===== src/rtl/spi_flash_pkg.sv =====
// Shared types and constants for the SPI flash read initiator.
package spi_flash_pkg;

  typedef enum logic [1:0] {
    IDLE  = 2'd0,
    SHIFT = 2'd1,
    DONE  = 2'd2,
    GAP   = 2'd3
  } state_t;

  localparam logic [7:0] READ_OPCODE = 8'h03;
  localparam int         XFER_BITS   = 64;
  localparam int         ADDR_BITS   = 24;

endpackage


===== src/rtl/spi_sclk_gen.sv =====
// SCLK divider: toggles every CLK_DIV cycles while enabled, parks low otherwise.
module spi_sclk_gen #(
  parameter int CLK_DIV = 2
) (
  input  logic i_clk,
  input  logic i_rst,
  input  logic i_en,
  output logic o_sclk,
  output logic o_rise_stb,
  output logic o_fall_stb
);

  localparam int CW = (CLK_DIV > 1) ? $clog2(CLK_DIV) : 1;

  logic [CW-1:0] r_cnt;
  logic          r_sclk;
  logic          w_tick;

  assign w_tick = i_en && (r_cnt == CW'(CLK_DIV - 1));

  always_ff @(posedge i_clk) begin
    if (i_rst || !i_en) begin
      r_cnt  <= '0;
      r_sclk <= 1'b0;
    end else if (w_tick) begin
      r_cnt  <= '0;
      r_sclk <= ~r_sclk;
    end else begin
      r_cnt  <= r_cnt + CW'(1);
    end
  end

  // Strobes mark the system edge on which SCLK is about to change.
  assign o_sclk     = r_sclk;
  assign o_rise_stb = w_tick & ~r_sclk;
  assign o_fall_stb = w_tick &  r_sclk;

endmodule


===== src/rtl/spi_flash_reader.sv =====
// Wishbone slave that turns a 32-bit read into an SPI READ (0x03) and returns
// the word little-endian. Writes are acknowledged and dropped.
//
// state | meaning
// IDLE  | waiting for a Wishbone request
// SHIFT | CSB low, 64 SCLK periods of opcode/address out, data in
// DONE  | one cycle, ack high, read data valid
// GAP   | CSB held high before the next transaction may start
module spi_flash_reader #(
  parameter int CLK_DIV        = 2,
  parameter int CS_HIGH_CYCLES = 4
) (
  input  logic        wb_clk_i,
  input  logic        wb_rst_i,
  input  logic        wbs_stb_i,
  input  logic        wbs_cyc_i,
  input  logic        wbs_we_i,
  input  logic [3:0]  wbs_sel_i,
  input  logic [31:0] wbs_adr_i,
  input  logic [31:0] wbs_dat_i,
  output logic        wbs_ack_o,
  output logic [31:0] wbs_dat_o,
  output logic        flash_csb_o,
  output logic        flash_clk_o,
  output logic        flash_mosi_o,
  input  logic        flash_miso_i,
  output logic        busy_o
);

  import spi_flash_pkg::*;

  state_t                 r_state;
  logic [XFER_BITS-2:0]   r_shift;
  logic [31:0]            r_rx;
  logic [5:0]             r_bit_cnt;
  logic                   r_last;
  logic [7:0]             r_gap_cnt;
  logic                   r_ack;
  logic [31:0]            r_dat;
  logic                   r_csb;
  logic                   r_mosi;

  logic                   w_sclk_en;
  logic                   w_rise;
  logic                   w_fall;
  logic [ADDR_BITS-1:0]   w_addr;
  logic [XFER_BITS-1:0]   w_word;
  logic                   w_unused;

  assign w_addr    = {wbs_adr_i[23:2], 2'b00};
  assign w_word    = {READ_OPCODE, w_addr, 32'h0};
  assign w_sclk_en = (r_state == SHIFT) && wbs_cyc_i;
  assign w_unused  = ^{wbs_sel_i, wbs_dat_i, wbs_adr_i[31:24], wbs_adr_i[1:0]};

  spi_sclk_gen #(.CLK_DIV(CLK_DIV)) u_sclk (
    .i_clk      (wb_clk_i),
    .i_rst      (wb_rst_i),
    .i_en       (w_sclk_en),
    .o_sclk     (flash_clk_o),
    .o_rise_stb (w_rise),
    .o_fall_stb (w_fall)
  );

  always_ff @(posedge wb_clk_i) begin
    if (wb_rst_i) begin
      r_state   <= IDLE;
      r_shift   <= '0;
      r_rx      <= '0;
      r_bit_cnt <= '0;
      r_last    <= 1'b0;
      r_gap_cnt <= '0;
      r_ack     <= 1'b0;
      r_dat     <= '0;
      r_csb     <= 1'b1;
      r_mosi    <= 1'b0;
    end else begin
      r_ack <= 1'b0;
      case (r_state)
        IDLE: begin
          if (wbs_stb_i && wbs_cyc_i && !r_ack) begin
            if (wbs_we_i) begin
              r_ack <= 1'b1;
            end else begin
              r_shift   <= w_word[XFER_BITS-2:0];
              r_mosi    <= w_word[XFER_BITS-1];
              r_csb     <= 1'b0;
              r_bit_cnt <= '0;
              r_last    <= 1'b0;
              r_state   <= SHIFT;
            end
          end
        end
        SHIFT: begin
          if (!wbs_cyc_i) begin
            r_csb     <= 1'b1;
            r_mosi    <= 1'b0;
            r_gap_cnt <= 8'(CS_HIGH_CYCLES - 1);
            r_state   <= GAP;
          end else if (w_rise) begin
            r_rx <= {r_rx[30:0], flash_miso_i};
            // Saturate on the final bit so the count never wraps into a 65th.
            if (r_bit_cnt == 6'(XFER_BITS - 1))
              r_last <= 1'b1;
            else
              r_bit_cnt <= r_bit_cnt + 6'd1;
          end else if (w_fall) begin
            if (r_last) begin
              r_csb   <= 1'b1;
              r_mosi  <= 1'b0;
              r_ack   <= 1'b1;
              r_dat   <= {r_rx[7:0], r_rx[15:8], r_rx[23:16], r_rx[31:24]};
              r_state <= DONE;
            end else begin
              r_mosi  <= r_shift[XFER_BITS-2];
              r_shift <= {r_shift[XFER_BITS-3:0], 1'b0};
            end
          end
        end
        DONE: begin
          if (CS_HIGH_CYCLES > 1) begin
            r_gap_cnt <= 8'(CS_HIGH_CYCLES - 2);
            r_state   <= GAP;
          end else begin
            r_state   <= IDLE;
          end
        end
        GAP: begin
          if (r_gap_cnt == 8'd0)
            r_state <= IDLE;
          else
            r_gap_cnt <= r_gap_cnt - 8'd1;
        end
        default: r_state <= IDLE;
      endcase
    end
  end

  assign wbs_ack_o    = r_ack;
  assign wbs_dat_o    = r_dat;
  assign flash_csb_o  = r_csb;
  assign flash_mosi_o = r_mosi;
  assign busy_o       = (r_state != IDLE);

endmodule


===== config.mk =====
export PLATFORM = sky130hd
export DESIGN_NAME = spi_flash_reader
export DESIGN_NICKNAME = d
export VERILOG_FILES = /design/src/rtl/spi_flash_pkg.sv /design/src/rtl/spi_sclk_gen.sv /design/src/rtl/spi_flash_reader.sv
export SDC_FILE = /design/constraint.sdc
export NUM_CORES = 1
export LEC_CHECK = 0
export BUFFER_PORTS_ARGS = -buffer_cell sky130_fd_sc_hd__buf_2
export CAP_MARGIN = 40
export CORE_MARGIN = 1
export CORE_UTILIZATION = 40
export DETAILED_ROUTE_END_ITERATION = 10
export PLACE_DENSITY = 0.64
export SYNTH_ARGS = -nofsm -noshare
export SYNTH_HDL_FRONTEND = slang
export SYNTH_SLANG_ARGS = --single-unit

===== constraint.sdc =====
create_clock -name wb_clk_i -period 2.18 [get_ports wb_clk_i]
set_input_delay 0.218 -clock wb_clk_i [delete_from_list [all_inputs] [get_ports wb_clk_i]]
set_output_delay 0.218 -clock wb_clk_i [all_outputs]
set_load 0.1 [all_outputs]

==> metrics.md <==
| Metric | Value |
|---|---|
| Switching part of the total power | 34.2% |
| Register area | 2300 um2 |
| CP Launch Point | r_state[1] |
| Startpoint Class | register |
| Pwr Density | 1300 nW/um2 |
| Vias per inst | 5.44 |
| Leakage | 2.13 nW |
| Relative slew slack | 65.8% |
| Synth Area in Compound Gates | 22.9% |
| Min-delay src | flash_miso_i |
| Most frequent cells in the layout | nand2_1 (139), dfxtp_1 (113), a21oi_1 (101) |
| Xor-xnor portion of the synthesized cell area | 0.179% |
| Final hold vios | 0 |
| Filler Cell Count | 1,132 |
| Dpl hpwl | 6.73 mm |
| Post-DP Area | 5390 um2 |
| Final Cell Area | 5980 um2 |
| Area of the core | 12,000 um2 |
| Fin Setup TNS | 0 ps |
| Yosys cell types | 57 |
| Non-filler cells, final | 790 |
| Slew @ Worst Pin | 509 ps |
| Wire length per cell | 13.4 um |
| Initial core utilization | 41.0% |
| Max Freq | 0.495 GHz |
| Tot GR Track Use | 17.7% |
| CTS sink cnt | 115 |
| Power Internal | 0.00511 W |
| Peak VDD IR | 0.919 mV |
| Mapped Nets | 653 |
| Yosys warns | 0 |
| Setup Skew | 13.4 ps |
| Most common cell after layout, fill and taps aside | nand2_1 |
| Number of global-route vias before repair | 3,885 |
| DIE HEIGHT | 113 um |
| P_sw | 0.00266 W |
| GPL Wtd Cong | 0.829 |
| Seq pwr share | 32.9% |
| Layout net count | 712 |
| Dpl cells | 758 |
| Initial antenna violation count | 0 |
| Layout area overhead | 22.1% |
| Cells after Synth | 572 |
| Number of synthesized register bits | 115 |
| # H-tree levels | 4 |
| Crit path time final | 2020 ps |
| DRC Markers | 0 |
| Main combinational cell family by area after synthesis | compound AO/OA/AOI/OAI gates |
| Top cell type's share of synthesized area | 47.0% |
| Die area | 12,700 um2 |
| Final core utilization | 50.0% |
| Synth top area cells | dfxtp_1 (47%), nand2_1 (11%), a21oi_1 (10%) |
| Clock root buffer | clkbuf_16 |
| Initial detailed-routing violation count | 241 |
| Crit path DAT | 1800 ps |
| Area of the multi-input gates | 2380 um2 |
| Seq/Total Area, Yosys | 47.0% |
| Total of max-cap violations | 0 |
| RSZ-0062 raised after global routing | no |
| Clock Latency Late Sink | 420 ps |
| Pin count of the biggest net entering global routing | 65 |
| Number of enable flip-flop cells after synthesis | 0 |
| Clk buf depth | 2 |
| FP Rows | 40 |
| Layout cell share with drive strength beyond 1 | 21.5% |
| Remaining global-route overflow | 0 |
| Min-delay worst type | in2reg |
| Adder-Cell Fraction of Synth Area | 1.79% |
| Syn_area_per_cell | 8.57 um2 |
| Largest area contributor in the netlist | dfxtp_1 |
| Synth Area in Simple Gates | 18.9% |
| CP Class | reg2out |
| Main flop type after synthesis | dfxtp_1 |
| Die W | 113 um |
| Clock buffer count from CTS | 17 |
| Clock network fraction of total power | 34.3% |
| Mapped Area | 4900 um2 |
| Post-synthesis mux area share | 4.49% |
| Ant diodes | 0 |
| Number of I/O pins | 111 |
| Final hold slack | 46.1 ps |
| CP Max Fanout | 9 |
| ANT nets after route | 0 |
| Status | finished clean |
| CTS tree | yes |
| Post-synth ARST share | 0% |
| Reg2reg start | r_state[1] |
| # setup viols final | 0 |
| Final period utilization | 92.7% |
| Port buffer count | 64 |
| Vias | 4,295 |
| Critical path endpoint category | output port |
| Reg clk slew, reported paths | 50 ps |
| Pins Over Slew Limit | 0 |
| Required @ worst endpoint | 1960 ps |
| Initial DRT Pass Iterations | 4 |
| Comb pwr share | 32.8% |
| First-pass GRT wire length | 18.0 mm |
| Drt total wl | 10.6 mm |
==> cell type report <==
| cell class | count | area share (%) |
|---|---|---|
| Multi-Input combinational cell | 403 | 39.8 |
| Sequential cell | 115 | 38.5 |
| Timing Repair Buffer | 81 | 8.26 |
| Clock buffer | 22 | 7.76 |
| Tap cell | 147 | 3.07 |
| Clock inverter | 9 | 1.78 |
| Inverter | 13 | 0.816 |
==> logic make-up after synthesis <==
group,after synthesis
xor+xnor,1
flops,115
buf+inv,54
compound gates,172
simple gates,201
mux,22
fa+ha+maj,7
==> cells in the mapped netlist (all sizes together) (3+ instances only) <==
master / number
a21oi: 101
o21ai: 14
and2: 3
buf: 17
a211oi: 23
a311oi: 6
nand2: 140
inv: 13
nor4b: 3
or3: 3
dfxtp: 115
clkbuf: 24
o211ai: 5
ha: 7
a22oi: 3
nor3: 6
mux2i: 22
nor2: 11
nand3: 6
nand4: 8
nand2b: 3
nor3b: 3
a31oi: 8
==> worst max-delay path: stages, from the launching register on <==
cell and delay, ps:
dfxtp_1 400, inv_1 130, ha_1 250, buf_4 180, inv_2 90, clkbuf_4 340
==> metal layers <==
layer  track usage, %  wire [um]  vias up
met4             7.91        163        0
met5                0          0        -
met1             21.5       4690     2057
met3             5.20        456       16
met2             29.0       5240       83
li1                 -          -     2139
==> worst paths after layout <==
| kind | slack [ps] | cells after the start | endpoint |
|---|---|---|---|
| setup / recovery | 160 | 5 | busy_o |
| hold / removal | 50 | 3 | r_rx[0] |
| hold reg to reg | 450 | 2 | wbs_dat_o[13] |
| setup reg to reg | 230 | 7 | r_bit_cnt[3] |
==> metrics by stage <==
step	worst slack [ps]	total power, W
after global placement	180	0.00499
final	158	0.00777
after CTS	53.3	0.00777
after detailed placement	138	0.00506
after global routing	17.1	0.00821
after floorplan	146	0.00456
==> sequential cells by signal, summed over array words and instances (netlist names) <==
register and flops:
r_rx 32, wbs_dat_o 32, r_shift 29, r_gap_cnt 8, r_bit_cnt 6, r_state 2, flash_csb_o 1, flash_mosi_o 1
r_last 1, u_sclk.o_sclk 1, u_sclk.r_cnt 1, wbs_ack_o 1
==> power groups by stage <==
| stage | combinational [W] | sequential, W | clock (W) |
|---|---|---|---|
| after detailed placement | 0.00247 | 0.00259 | 0 |
| after CTS | 0.00249 | 0.00255 | 0.00273 |
| after global routing | 0.00280 | 0.00260 | 0.00281 |
| after global placement | 0.00241 | 0.00258 | 0 |
| final | 0.00255 | 0.00256 | 0.00266 |
| after floorplan | 0.00193 | 0.00263 | 0 |
==> what timing repair did <==
item	4_1_cts	5_1_grt
buffers inserted	0	1
resized for setup	0	4
setup endpoints to repair	0	21
hold buffers	0	0
Power figures use the tool's default switching activity.
